## config.mk

```make
export PLATFORM = sky130hd
export DESIGN_NAME = asrv32_writeback_pipe_flat
export DESIGN_NICKNAME = d
export VERILOG_FILES = /design/src/rtl/asrv32_writeback_pipe_if.sv /design/src/rtl/asrv32_writeback_pipe.sv /design/src/flat_wrapper.sv
export SDC_FILE = /design/constraint.sdc
export NUM_CORES = 1
export LEC_CHECK = 0
export ABC_AREA = 1
export CORE_MARGIN = 3
export CORE_UTILIZATION = 49
export DETAILED_ROUTE_END_ITERATION = 8
export PLACE_DENSITY_LB_ADDON = 0.3
export RECOVER_POWER = 100
export SYNTH_ARGS = -nofsm -noshare
export SYNTH_HDL_FRONTEND = slang
export SYNTH_SLANG_ARGS = --single-unit
```

## constraint.sdc

```tcl
create_clock -name i_clk -period 5.8 [get_ports i_clk]
set_clock_uncertainty 0.2 [all_clocks]
set_input_delay 1.16 -clock i_clk [delete_from_list [all_inputs] [get_ports i_clk]]
set_output_delay 1.16 -clock i_clk [all_outputs]
set_load 0.005 [all_outputs]
```

## src/rtl/asrv32_writeback_pipe_if.sv

```systemverilog
// Handshake and retire bus between execute/memory and the writeback stage.
// Opcode bit indices are shared with the rest of the core (one-hot encoding).
`ifndef ASRV32_OPCODES_DEFINED
`define ASRV32_OPCODES_DEFINED
`define RTYPE        0
`define ITYPE        1
`define LOAD         2
`define STORE        3
`define BRANCH       4
`define JAL          5
`define JALR         6
`define LUI          7
`define AUIPC        8
`define SYSTEM       9
`define FENCE        10
`define OPCODE_WIDTH 11
`endif

interface asrv32_writeback_pipe_if #(
   parameter int XLEN      = 32,
   parameter int INSTRET_W = 64
);
   logic                     i_valid;
   logic                     o_ready;
   logic [`OPCODE_WIDTH-1:0] i_opcode;
   logic [2:0]               i_funct3;
   logic [4:0]               i_rd_addr;
   logic [XLEN-1:0]          i_alu_result;
   logic [XLEN-1:0]          i_imm;
   logic [XLEN-1:0]          i_rs1_data;
   logic [XLEN-1:0]          i_csr_data;
   logic                     i_go_to_trap;
   logic                     i_return_from_trap;
   logic [XLEN-1:0]          i_trap_address;
   logic [XLEN-1:0]          i_return_address;
   logic [XLEN-1:0]          i_load_data;
   logic                     i_load_ack;
   logic [XLEN-1:0]          o_rd_data;
   logic [4:0]               o_rd_addr;
   logic                     o_wr_rd_en;
   logic [XLEN-1:0]          o_pc;
   logic                     o_commit;
   logic [INSTRET_W-1:0]     o_instret;

   modport master (
      output i_valid, i_opcode, i_funct3, i_rd_addr, i_alu_result, i_imm,
             i_rs1_data, i_csr_data, i_go_to_trap, i_return_from_trap,
             i_trap_address, i_return_address, i_load_data, i_load_ack,
      input  o_ready, o_rd_data, o_rd_addr, o_wr_rd_en, o_pc, o_commit, o_instret
   );

   modport slave (
      input  i_valid, i_opcode, i_funct3, i_rd_addr, i_alu_result, i_imm,
             i_rs1_data, i_csr_data, i_go_to_trap, i_return_from_trap,
             i_trap_address, i_return_address, i_load_data, i_load_ack,
      output o_ready, o_rd_data, o_rd_addr, o_wr_rd_en, o_pc, o_commit, o_instret
   );
endinterface

```

## src/rtl/asrv32_writeback_pipe.sv

```systemverilog
// Handshaked writeback stage: extends loads, gates rd writes, computes and commits next PC.
// Optional retire counter enabled by defining ASRV32_WB_INSTRET_EN.
//
// state       | meaning
// ------------+-----------------------------------------------------------
// S_IDLE      | ready; accepted non-loads commit on the following cycle
// S_WAIT_LOAD | load accepted, holding its context until i_load_ack
module asrv32_writeback_pipe #(
   parameter int              XLEN      = 32,
   parameter logic [XLEN-1:0] PC_RESET  = {XLEN{1'b0}},
   parameter int              INSTRET_W = 64
) (
   input logic                    i_clk,
   input logic                    i_rst_n,
   asrv32_writeback_pipe_if.slave bus
);

   localparam logic [0:0] S_IDLE      = 1'b0;
   localparam logic [0:0] S_WAIT_LOAD = 1'b1;

   logic [0:0]      state;
   logic            accept;
   logic            take_trap;
   logic            take_mret;
   logic            go_wait;
   logic            load_done;
   logic            wr_allowed;
   logic [XLEN-1:0] adder_base;
   logic [XLEN-1:0] target;
   logic [XLEN-1:0] link;
   logic [XLEN-1:0] next_pc;
   logic [XLEN-1:0] rd_value;
   logic [XLEN-1:0] load_ext;

   logic [XLEN-1:0] pend_pc;
   logic [4:0]      pend_rd;
   logic            pend_wr;
   logic [2:0]      pend_f3;
   logic [1:0]      pend_off;

   assign bus.o_ready = (state == S_IDLE);
   assign accept      = bus.i_valid && (state == S_IDLE);
   assign take_trap   = bus.i_go_to_trap;
   assign take_mret   = bus.i_return_from_trap && !bus.i_go_to_trap;
   assign go_wait     = bus.i_opcode[`LOAD] && !bus.i_go_to_trap && !bus.i_return_from_trap;
   assign load_done   = (state == S_WAIT_LOAD) && bus.i_load_ack;

   // Single target adder: JALR uses rs1 as base, everything else the current PC.
   assign adder_base = bus.i_opcode[`JALR] ? bus.i_rs1_data : bus.o_pc;
   assign target     = adder_base + bus.i_imm;
   assign link       = bus.o_pc + XLEN'(4);

   always_comb begin
      next_pc = link;
      if (take_trap)
         next_pc = bus.i_trap_address;
      else if (take_mret)
         next_pc = bus.i_return_address;
      else if (bus.i_opcode[`JAL])
         next_pc = target;
      else if (bus.i_opcode[`JALR])
         next_pc = {target[XLEN-1:1], 1'b0};
      else if (bus.i_opcode[`BRANCH] && bus.i_alu_result[0])
         next_pc = target;
   end

   always_comb begin
      rd_value = bus.i_alu_result;
      if (bus.i_opcode[`JAL] || bus.i_opcode[`JALR])
         rd_value = link;
      else if (bus.i_opcode[`LUI])
         rd_value = bus.i_imm;
      else if (bus.i_opcode[`AUIPC])
         rd_value = target;
      else if (bus.i_opcode[`SYSTEM] && (bus.i_funct3 != 3'b000))
         rd_value = bus.i_csr_data;
   end

   assign wr_allowed = !(bus.i_opcode[`BRANCH] || bus.i_opcode[`STORE] || bus.i_opcode[`FENCE]
                         || (bus.i_opcode[`SYSTEM] && (bus.i_funct3 == 3'b000))
                         || take_trap || (bus.i_rd_addr == 5'd0));

   // Extension works off the offset captured at accept, not the live ALU bus.
   logic        [7:0]  ld_byte;
   logic        [15:0] ld_half;
   logic        [31:0] ld_word;
   logic signed [7:0]  ld_byte_s;
   logic signed [15:0] ld_half_s;
   logic signed [31:0] ld_word_s;

   always_comb begin
      ld_byte   = bus.i_load_data[{pend_off, 3'b000} +: 8];
      ld_half   = pend_off[1] ? bus.i_load_data[31:16] : bus.i_load_data[15:0];
      ld_word   = bus.i_load_data[31:0];
      ld_byte_s = ld_byte;
      ld_half_s = ld_half;
      ld_word_s = ld_word;
      case (pend_f3)
         3'b000:  load_ext = XLEN'(ld_byte_s);
         3'b100:  load_ext = XLEN'(ld_byte);
         3'b001:  load_ext = XLEN'(ld_half_s);
         3'b101:  load_ext = XLEN'(ld_half);
         default: load_ext = XLEN'(ld_word_s);
      endcase
   end

   always_ff @(posedge i_clk or negedge i_rst_n) begin
      if (!i_rst_n) begin
         state          <= S_IDLE;
         bus.o_rd_data  <= '0;
         bus.o_rd_addr  <= '0;
         bus.o_wr_rd_en <= 1'b0;
         bus.o_commit   <= 1'b0;
         bus.o_pc       <= PC_RESET;
         pend_pc        <= '0;
         pend_rd        <= '0;
         pend_wr        <= 1'b0;
         pend_f3        <= '0;
         pend_off       <= '0;
      end else begin
         bus.o_commit   <= 1'b0;
         bus.o_wr_rd_en <= 1'b0;
         case (state)
            S_IDLE: begin
               if (accept) begin
                  if (go_wait) begin
                     state    <= S_WAIT_LOAD;
                     pend_pc  <= next_pc;
                     pend_rd  <= bus.i_rd_addr;
                     pend_wr  <= wr_allowed;
                     pend_f3  <= bus.i_funct3;
                     pend_off <= bus.i_alu_result[1:0];
                  end else begin
                     bus.o_rd_data  <= rd_value;
                     bus.o_rd_addr  <= bus.i_rd_addr;
                     bus.o_wr_rd_en <= wr_allowed;
                     bus.o_pc       <= next_pc;
                     bus.o_commit   <= 1'b1;
                  end
               end
            end
            S_WAIT_LOAD: begin
               if (bus.i_load_ack) begin
                  state          <= S_IDLE;
                  bus.o_rd_data  <= load_ext;
                  bus.o_rd_addr  <= pend_rd;
                  bus.o_wr_rd_en <= pend_wr;
                  bus.o_pc       <= pend_pc;
                  bus.o_commit   <= 1'b1;
               end
            end
            default: state <= S_IDLE;
         endcase
      end
   end

`ifdef ASRV32_WB_INSTRET_EN
   // Traps do not retire; mret does.
   logic                 retire;
   logic [INSTRET_W-1:0] instret;

   assign retire = (accept && !go_wait && !take_trap) || load_done;

   always_ff @(posedge i_clk or negedge i_rst_n) begin
      if (!i_rst_n)
         instret <= '0;
      else if (retire)
         instret <= instret + INSTRET_W'(1);
   end

   assign bus.o_instret = instret;
`else
   logic unused_load_done;
   assign unused_load_done = load_done;
   assign bus.o_instret    = {INSTRET_W{1'b0}};
`endif

endmodule
```

## src/flat_wrapper.sv

```systemverilog
// flat-port wrapper written by rule: the top's interface ports become plain ports
module asrv32_writeback_pipe_flat 
#(
   parameter int              XLEN      = 32,
   parameter logic [XLEN-1:0] PC_RESET  = {XLEN{1'b0}},
   parameter int              INSTRET_W = 64
)
  (i_clk, i_rst_n, bus_i_valid, bus_i_opcode, bus_i_funct3, bus_i_rd_addr, bus_i_alu_result, bus_i_imm, bus_i_rs1_data, bus_i_csr_data, bus_i_go_to_trap, bus_i_return_from_trap, bus_i_trap_address, bus_i_return_address, bus_i_load_data, bus_i_load_ack, bus_o_ready, bus_o_rd_data, bus_o_rd_addr, bus_o_wr_rd_en, bus_o_pc, bus_o_commit, bus_o_instret);
  asrv32_writeback_pipe_if #(.XLEN(XLEN), .INSTRET_W(INSTRET_W)) bus_i ();
  input logic i_clk;
  input logic i_rst_n;
  input wire logic [$bits(bus_i.i_valid)-1:0] bus_i_valid;
  input wire logic [$bits(bus_i.i_opcode)-1:0] bus_i_opcode;
  input wire logic [$bits(bus_i.i_funct3)-1:0] bus_i_funct3;
  input wire logic [$bits(bus_i.i_rd_addr)-1:0] bus_i_rd_addr;
  input wire logic [$bits(bus_i.i_alu_result)-1:0] bus_i_alu_result;
  input wire logic [$bits(bus_i.i_imm)-1:0] bus_i_imm;
  input wire logic [$bits(bus_i.i_rs1_data)-1:0] bus_i_rs1_data;
  input wire logic [$bits(bus_i.i_csr_data)-1:0] bus_i_csr_data;
  input wire logic [$bits(bus_i.i_go_to_trap)-1:0] bus_i_go_to_trap;
  input wire logic [$bits(bus_i.i_return_from_trap)-1:0] bus_i_return_from_trap;
  input wire logic [$bits(bus_i.i_trap_address)-1:0] bus_i_trap_address;
  input wire logic [$bits(bus_i.i_return_address)-1:0] bus_i_return_address;
  input wire logic [$bits(bus_i.i_load_data)-1:0] bus_i_load_data;
  input wire logic [$bits(bus_i.i_load_ack)-1:0] bus_i_load_ack;
  output wire logic [$bits(bus_i.o_ready)-1:0] bus_o_ready;
  output wire logic [$bits(bus_i.o_rd_data)-1:0] bus_o_rd_data;
  output wire logic [$bits(bus_i.o_rd_addr)-1:0] bus_o_rd_addr;
  output wire logic [$bits(bus_i.o_wr_rd_en)-1:0] bus_o_wr_rd_en;
  output wire logic [$bits(bus_i.o_pc)-1:0] bus_o_pc;
  output wire logic [$bits(bus_i.o_commit)-1:0] bus_o_commit;
  output wire logic [$bits(bus_i.o_instret)-1:0] bus_o_instret;
  assign bus_i.i_valid = bus_i_valid;
  assign bus_i.i_opcode = bus_i_opcode;
  assign bus_i.i_funct3 = bus_i_funct3;
  assign bus_i.i_rd_addr = bus_i_rd_addr;
  assign bus_i.i_alu_result = bus_i_alu_result;
  assign bus_i.i_imm = bus_i_imm;
  assign bus_i.i_rs1_data = bus_i_rs1_data;
  assign bus_i.i_csr_data = bus_i_csr_data;
  assign bus_i.i_go_to_trap = bus_i_go_to_trap;
  assign bus_i.i_return_from_trap = bus_i_return_from_trap;
  assign bus_i.i_trap_address = bus_i_trap_address;
  assign bus_i.i_return_address = bus_i_return_address;
  assign bus_i.i_load_data = bus_i_load_data;
  assign bus_i.i_load_ack = bus_i_load_ack;
  assign bus_o_ready = bus_i.o_ready;
  assign bus_o_rd_data = bus_i.o_rd_data;
  assign bus_o_rd_addr = bus_i.o_rd_addr;
  assign bus_o_wr_rd_en = bus_i.o_wr_rd_en;
  assign bus_o_pc = bus_i.o_pc;
  assign bus_o_commit = bus_i.o_commit;
  assign bus_o_instret = bus_i.o_instret;
  asrv32_writeback_pipe #(.XLEN(XLEN), .PC_RESET(PC_RESET), .INSTRET_W(INSTRET_W)) u_core (.i_clk(i_clk), .i_rst_n(i_rst_n), .bus(bus_i));
endmodule
```

==> flow_summary.json, run 1 <==
{
  "outcome": "complete, but fails checks",
  "violations": "max-capacitance violations, max-slew violations",
  "initial_core_util": 0.5040,
  "hold_path_class": "register to register",
  "cts_buffer_depth": 2,
  "cts_sinks": 115,
  "synth_edf_count": 0,
  "hp-start": "u_core.pend_rd[0]",
  "yosys.area.top_type": "nand2_1",
  "crit_fanout": 33,
  "cts-root-buf": "clkbuf_16",
  "ys_seq_area_frac": 0.2404,
  "fillers": 2220,
  "fin_nets": 2628,
  "synth_area_leaders": "nand2_1 26%, dfrtp_1 24%, nand3_1 8.7%, inv_1 6.6%, o21ai_0 5.4%",
  "grt_max_degree": 100,
  "cts_buffers": 17,
  "yosysWarnings": 0,
  "synth_most_common_cell": "nand2_1",
  "rsz0062_at_grt": "no",
  "p_per_area_nw_per_um2": 275.2,
  "synth_seq_cells": 115,
  "finalMaxSlewViolations": 77,
  "crit_start": "bus_i_return_from_trap",
  "drive_above_1_share": 0.03900,
  "pin_count": 385,
  "row_count": 56,
  "pre_cts_ws_ns": 0.8931,
  "final-setup-viol-count": 0,
  "cts_hold_buf": 0,
  "synth_cell_type_count": 46,
  "antenna_found_initial": 1,
  "end_kind": "register",
  "timing_hold_violations_final": 0,
  "gp_congestion": 1.032,
  "synthArstFlopShare": 1.000,
  "required_ns": 5.87,
  "track_usage": 0.3810,
  "reg2reg_from": "u_core.bus.o_pc[12]",
  "drt_first_pass_iters": 7,
  "synthCells": 2091,
  "portBuffers": 318,
  "grt_overflow": 0,
  "insertion_delay_ns": 0.43,
  "dp_hpwl_um": 40630,
  "crit_slowest_cell": "nand2_1",
  "worst_pin_slew_ns": 2.252,
  "die_w_um": 162.3,
  "fin_setup_tns_ns": 0,
  "crit_arrival_ns": 5.15,
  "layout_setup_ws_ns": 0.7197,
  "clock.fmax_ghz": 0.1968,
  "ctsHtreeMaxLevel": 4,
  "avgSynthCellArea_um2": 5.725,
  "drv_cap": 2,
  "fp.coreArea_um2": 23750,
  "grt_pass1_wl_um": 77670,
  "synth_top_area_share": 0.2590,
  "detail-route-antenna-nets": 0,
  "vias": 14980,
  "syn_to_final_growth_pct": 30.67,
  "crit_top_cell": "nand2_1",
  "cts_tree": "yes",
  "leakagePower_nw": 8.071,
  "relSlewSlack": -0.5011,
  "wl_um": 52310,
  "start_kind": "primary input",
  "max_stage_delay_ns": 1.17,
  "synth_area_um2": 11970,
  "synthTopCellsByCount": "826 x nand2_1, 210 x inv_1, 208 x nand3_1, 139 x nor2_1, 130 x o21ai_0",
  "wl_per_cell_um": 19.53,
  "drt_iter0_drc": 1677,
  "die_h_um": 162.3,
  "clkTransAtPathRegs_ns": 0.07,
  "drc": 0,
  "crit_chain": "clkdlybuf4s50_1 -> clkbuf_1 -> nand2_1 -> o211ai_1 -> nand2_1 -> o21ai_0 -> nand2_1 -> o211ai_1 -> o21ai_0",
  "grt_pass1_vias": 13850,
  "synth_flop_cell": "dfrtp_1",
  "irDropWorstVdd_mv": 0.1860,
  "post_cts_resize_count": 0,
  "postCtsSetupBuffers": 0,
  "die-area_um2": 26340,
  "diodes": 0,
  "vias_per_cell": 5.592,
  "crit_type": "primary input to register",
  "period_share": 0.8759,
  "final.min_clock_period_ns": 5.080
}
path summary, 6_finish.rpt:
path / slack, ns / depth (start not counted) / to
setup / recovery: 0.72 / 9 / u_core.bus.o_pc[3]
hold / removal: 0.28 / 2 / u_core.pend_rd[0]
setup reg to reg: 2.44 / 17 / u_core.bus.o_pc[13]
hold reg to reg: 0.28 / 2 / u_core.pend_rd[0]
max in group asynchronous: 2.03 / 2 / u_core.bus.o_pc[16]
min in group asynchronous: 0.68 / 1 / u_core.bus.o_rd_data[25]
routing by layer:
layer / vias to the layer above / global-route usage / share of wire
met1: 6783 / 0.5401 / 0.41
li1: 7052 / - / -
met2: 1038 / 0.5809 / 0.43
met3: 101 / 0.09385 / 0.13
met4: 2 / 0.1028 / 0.029
met5: - / 0 / 0.00025
cell usage in the layout, fill, tap and decap left out, drive strengths merged, types with 4 or more instances in the layout:
cell type	count
a21o	4
a21oi	92
a31oi	11
buf	15
clkbuf	20
clkdlybuf4s50	244
clkinv	5
conb	64
dfrtp	115
dlygate4sd3	72
ha	32
inv	225
nand2	829
nand3	210
nand4	13
nor2	142
nor3	27
o211ai	27
o21ai	143
o21bai	5
or2	23
xnor2	11
xor2	13
cells by family (layout without fill, tap and decap cells):
family,count (synthesis),count (layout),share of synthesized area
adder cells (fa/ha/maj),33,33,0.03512
buffers and inverters,378,583,0.1398
AND/OR/NAND/NOR,1248,1248,0.4329
AO/OA/AOI/OAI,292,292,0.1339
other,1,64,0.0003133
XOR/XNOR,24,24,0.01756
flip-flops,115,115,0.2404
where the power goes:
| part | internal (mW) | switching (mW) | total, mW |
|---|---|---|---|
| Sequential | 0.993 | 0.223 | 1.22 |
| Combinational | 0.753 | 1.23 | 1.98 |
| Clock | 0.621 | 0.485 | 1.11 |
| Total | 2.37 | 1.94 | 4.30 |
area by class of cell:
class                   instances  area, µm²  share of cell area
multi-input cells            1661       7656              0.4895
repair buffers                334       3284              0.2100
flip-flops and latches        115       2878              0.1840
inverters                     217      814.5             0.05208
clock buffers                  17      425.4             0.02720
well taps                     319      399.1             0.02552
clock inverters                15      183.9             0.01176
sequential cells by signal, summed over array words and instances (netlist names):
| signal | cells |
|---|---|
| u_core.bus.o_wr_rd_en | 1 |
| u_core.pend_rd | 5 |
| u_core.pend_off | 2 |
| u_core.bus.o_rd_data | 32 |
| u_core.pend_pc | 32 |
| u_core.bus.o_pc | 32 |
| u_core.bus.o_rd_addr | 5 |
| u_core.pend_wr | 1 |
| u_core.state | 1 |
| u_core.pend_f3 | 3 |
| u_core.bus.o_commit | 1 |
per-stage QoR:
| step | utilization | power, mW | area, µm² | hold WS (ns) | cells |
|---|---|---|---|---|---|
| 2_1_floorplan | - | 2.255 | 12210 | 0.2422 | 2154 |
| 3_3_place_gp | 0.6334 | 3.140 | 15050 | 0.2555 | 2646 |
| 3_5_place_dp | 0.6334 | 3.175 | 15050 | 0.2599 | 2646 |
| 4_1_cts | 0.6591 | 4.297 | 15660 | 0.2773 | 2678 |
| 5_1_grt | 0.6585 | 4.531 | 15640 | 0.3142 | 2678 |
| 6_report | 0.6585 | 4.304 | 15640 | 0.2771 | 2678 |
critical path, delay by kind of cell:
family / cells / cell delay [ns]
AO/OA/AOI/OAI: 4 / 1.00
buffers and inverters: 2 / 1.59
AND/OR/NAND/NOR: 3 / 1.38
Note: power is estimated with default switching activity, not from simulation.
==> run 2: changes to the inputs <==
ABC_AREA = 0   (was 1)
CTS_CLUSTER_SIZE = 14   (was unset)
GPL_ROUTABILITY_DRIVEN = 1   (was unset)
==> run 2 against run 1 <==
The run still ends with max-capacitance violations, max-slew violations left. Sequential share of layout area increased by 1.9 points. Global-route usage rose by 1.4 points. Synthesized cell count down 34%. Register-to-register slack worse by 0.96 ns. Flip-flop and latch count did not move. Core utilization is 1.3 points higher. Setup slack got worse by 0.26 ns. Die area shrank 11%. Critical path depth grew 2. Via count down 18%. Hold slack worse by 0.0040 ns. Critical path type unchanged.
==> flow_summary.json, run 2 <==
{
  "power.total_mw": 4.150,
  "cts_tree": "yes",
  "yosysWarnings": 0,
  "avgSynthCellArea_um2": 7.647,
  "rr_worst_depth": 6,
  "cts_hold_buf": 0,
  "hp-start": "u_core.pend_pc[29]",
  "crit_arrival_ns": 5.51,
  "worstHoldPathCells": 2,
  "wl_um": 48460,
  "synthAdderAreaFrac": 0.03975,
  "worst_pin_slew_ns": 3.258,
  "start_kind": "primary input",
  "reg2reg_from": "u_core.state",
  "clkTransAtPathRegs_ns": 0.06,
  "fin_nets": 1922,
  "grt_pass1_vias": 11750,
  "final-setup-viol-count": 0,
  "p_per_area_nw_per_um2": 292.9,
  "relSlewSlack": -1.172,
  "reg2reg_to": "u_core.bus.o_rd_data[19]",
  "synthSimpleGateAreaFrac": 0.1887,
  "synth_xor_area_frac": 0.04637,
  "clock.fmax_ghz": 0.1872,
  "grt_max_degree": 67,
  "synth_edf_count": 0,
  "vias": 12240,
  "fp.coreArea_um2": 21090,
  "utilization": 0.6718,
  "track_usage": 0.3951,
  "cell_internal_pwr_mw": 2.419,
  "synth_flop_cell": "dfrtp_1",
  "p_clk_frac": 0.259,
  "synthArstFlopShare": 1.000,
  "die-area_um2": 23380,
  "ctsHtreeMaxLevel": 4,
  "antenna_found_initial": 1,
  "synth-compound-area-share": 0.2771,
  "synthTopCellsByCount": "217 x nand2_1, 152 x a21oi_1, 115 x dfrtp_1, 100 x o21ai_0, 87 x clkbuf_1",
  "wl_met2_um": 22540,
  "synth_area_leaders": "dfrtp_1 27%, nand2_1 7.7%, a21oi_1 7.2%, mux2_2 5.4%, o21ai_0 4.7%",
  "top_regs": "u_core.bus.o_pc (32), u_core.bus.o_rd_data (32), u_core.pend_pc (32)",
  "fillers": 1744,
  "rsz0062_at_grt": "no",
  "grt_overflow": 0,
  "gp_congestion": 1.034,
  "die_w_um": 152.9,
  "outcome": "complete, but fails checks",
  "postCtsSetupBuffers": 0,
  "period_share": 0.9212,
  "layout_commonest_cell": "clkdlybuf4s50_1",
  "final.min_clock_period_ns": 5.343,
  "drc": 0,
  "initial_core_util": 0.5015,
  "met3WireLength_um": 4643,
  "ys_seq_area_frac": 0.2721,
  "top_layer": "met4",
  "drt_iter0_drc": 1443,
  "crit_slowest_cell": "clkbuf_1",
  "synth_most_common_cell": "nand2_1",
  "timing_hold_violations_final": 0,
  "drv_cap": 6,
  "irDropWorstVdd_mv": 0.2639,
  "crit_fanout": 33,
  "syn_to_final_growth_pct": 33.95,
  "cts_sinks": 115,
  "yosys.area.top_type": "dfrtp_1",
  "swShare": 0.4173,
  "crit_chain": "dlygate4sd3_1 -> nor2_1 -> clkbuf_1 -> nand2_1 -> and2_0 -> nor2_4 -> inv_1 -> clkbuf_1 -> o21ai_0 -> a211oi_1 -> a22o_1",
  "dp_hpwl_um": 37240,
  "violations": "max-capacitance violations, max-slew violations",
  "row_count": 53,
  "insertion_delay_ns": 0.43,
  "pin_count": 385,
  "final_cell_mix": "244 x clkdlybuf4s50_1, 217 x nand2_1, 152 x a21oi_1",
  "synth_top_family_by_area": "compound AO/OA/AOI/OAI gates",
  "portBuffers": 318,
  "drt_first_pass_iters": 6,
  "max_stage_delay_ns": 1.25,
  "drive_above_1_share": 0.06292,
  "p_comb_frac": 0.438,
  "cts_buffers": 17,
  "detail-route-antenna-nets": 0,
  "hold_path_class": "register to register",
  "synth_top_area_share": 0.2721,
  "fin_setup_tns_ns": 0,
  "end_kind": "register",
  "die_h_um": 152.9,
  "layout_setup_ws_ns": 0.4570,
  "grt_pass1_wl_um": 70770,
  "leakagePower_nw": 6.003,
  "crit_type": "primary input to register",
  "synthCells": 1383,
  "cts_buffer_depth": 2,
  "wl_per_cell_um": 25.12,
  "post_cts_resize_count": 0,
  "synth_seq_cells": 115,
  "cts-root-buf": "clkbuf_16",
  "seqPwrFrac": 0.304,
  "synth_area_um2": 10580,
  "switchingPower_mw": 1.732,
  "pre_cts_ws_ns": 0.4705,
  "synth_cell_type_count": 81,
  "rrSetupSlack_ns": 1.48,
  "vias_per_cell": 6.343,
  "met1_length_um": 17940,
  "whs_endpoint": "u_core.pend_pc[29]",
  "finalMaxSlewViolations": 289,
  "required_ns": 5.96,
  "synth.area.mux_share": 0.08600,
  "crit_top_cell": "clkbuf_1"
}
## run 2: cell types whose count changed in the layout (fill, tap and decap cells not counted), sizes merged, moves of 28 or more
cell / change
mux2: +53
nand3: -173
inv: -191
nand2: -612
mux2i: +29
nor2: -56
and3: +28
a21oi: +61
## run 2: power groups by stage
stage               clock, mW  combinational (mW)  sequential (mW)
global placement            0                1.80             1.25
floorplan                   0                1.06             1.15
CTS                      1.07                1.84             1.25
finish                   1.07                1.82             1.26
detailed placement          0                1.82             1.26
global route             1.10                1.95             1.27
## run 2: routing by layer
layer	up-vias	global-route usage
met5	-	0
met4	0	0.2206
met3	179	0.07843
met2	880	0.6491
met1	5744	0.4875
li1	5433	-
## run 2: worst max-delay path: cells and delay by family
kind	cells	cell delay, ns
compound gates	3	0.81
buf+inv	4	2.89
simple gates	4	0.61
## run 2: final cells by class
class                   count  area [µm²]  area share
multi-input cells        1145        6977      0.4925
repair buffers            337        3291      0.2323
flip-flops and latches    115        2878      0.2031
clock buffers              17       425.4     0.03003
well taps                 275       344.1     0.02429
clock inverters            15       160.2     0.01130
inverters                  24       90.09    0.006359
diodes                      1       2.502   0.0001766
## run 2: kinds of logic (layout without fill, tap and decap cells)
kind of cell               after synthesis  in the layout
AOI/OAI and AO/OA                      464            464
muxes                                   83             83
other                                    1             65
adders and majority gates               33             33
xor gates and xnor gates                56             56
buffers and inverters                  186            393
and+or+nand+nor                        445            445
DFF                                    115            115
## run 2: worst max path at each step
stage,slack (ns),to,startpoint,cells past startpoint
final,0.46,u_core.bus.o_rd_data[16],bus_i_return_from_trap,11
after detailed placement,0.47,u_core.pend_pc[19],bus_i_opcode[6],12
after global placement,0.50,u_core.bus.o_pc[31],bus_i_opcode[6],12
after CTS,0.88,u_core.pend_pc[19],bus_i_opcode[6],12
after global routing,0.35,u_core.pend_pc[1],i_rst_n,2
after floorplan,1.09,u_core.bus.o_pc[26],bus_i_opcode[6],13
## run 2: metrics by stage
stage,std cells,area [µm²],hold WS [ns]
6_report,1929,14170,0.2731
2_1_floorplan,1446,10810,0.2423
4_1_cts,1928,14230,0.2835
3_3_place_gp,1896,13650,0.2547
5_1_grt,1929,14170,0.3040
3_5_place_dp,1896,13650,0.2660
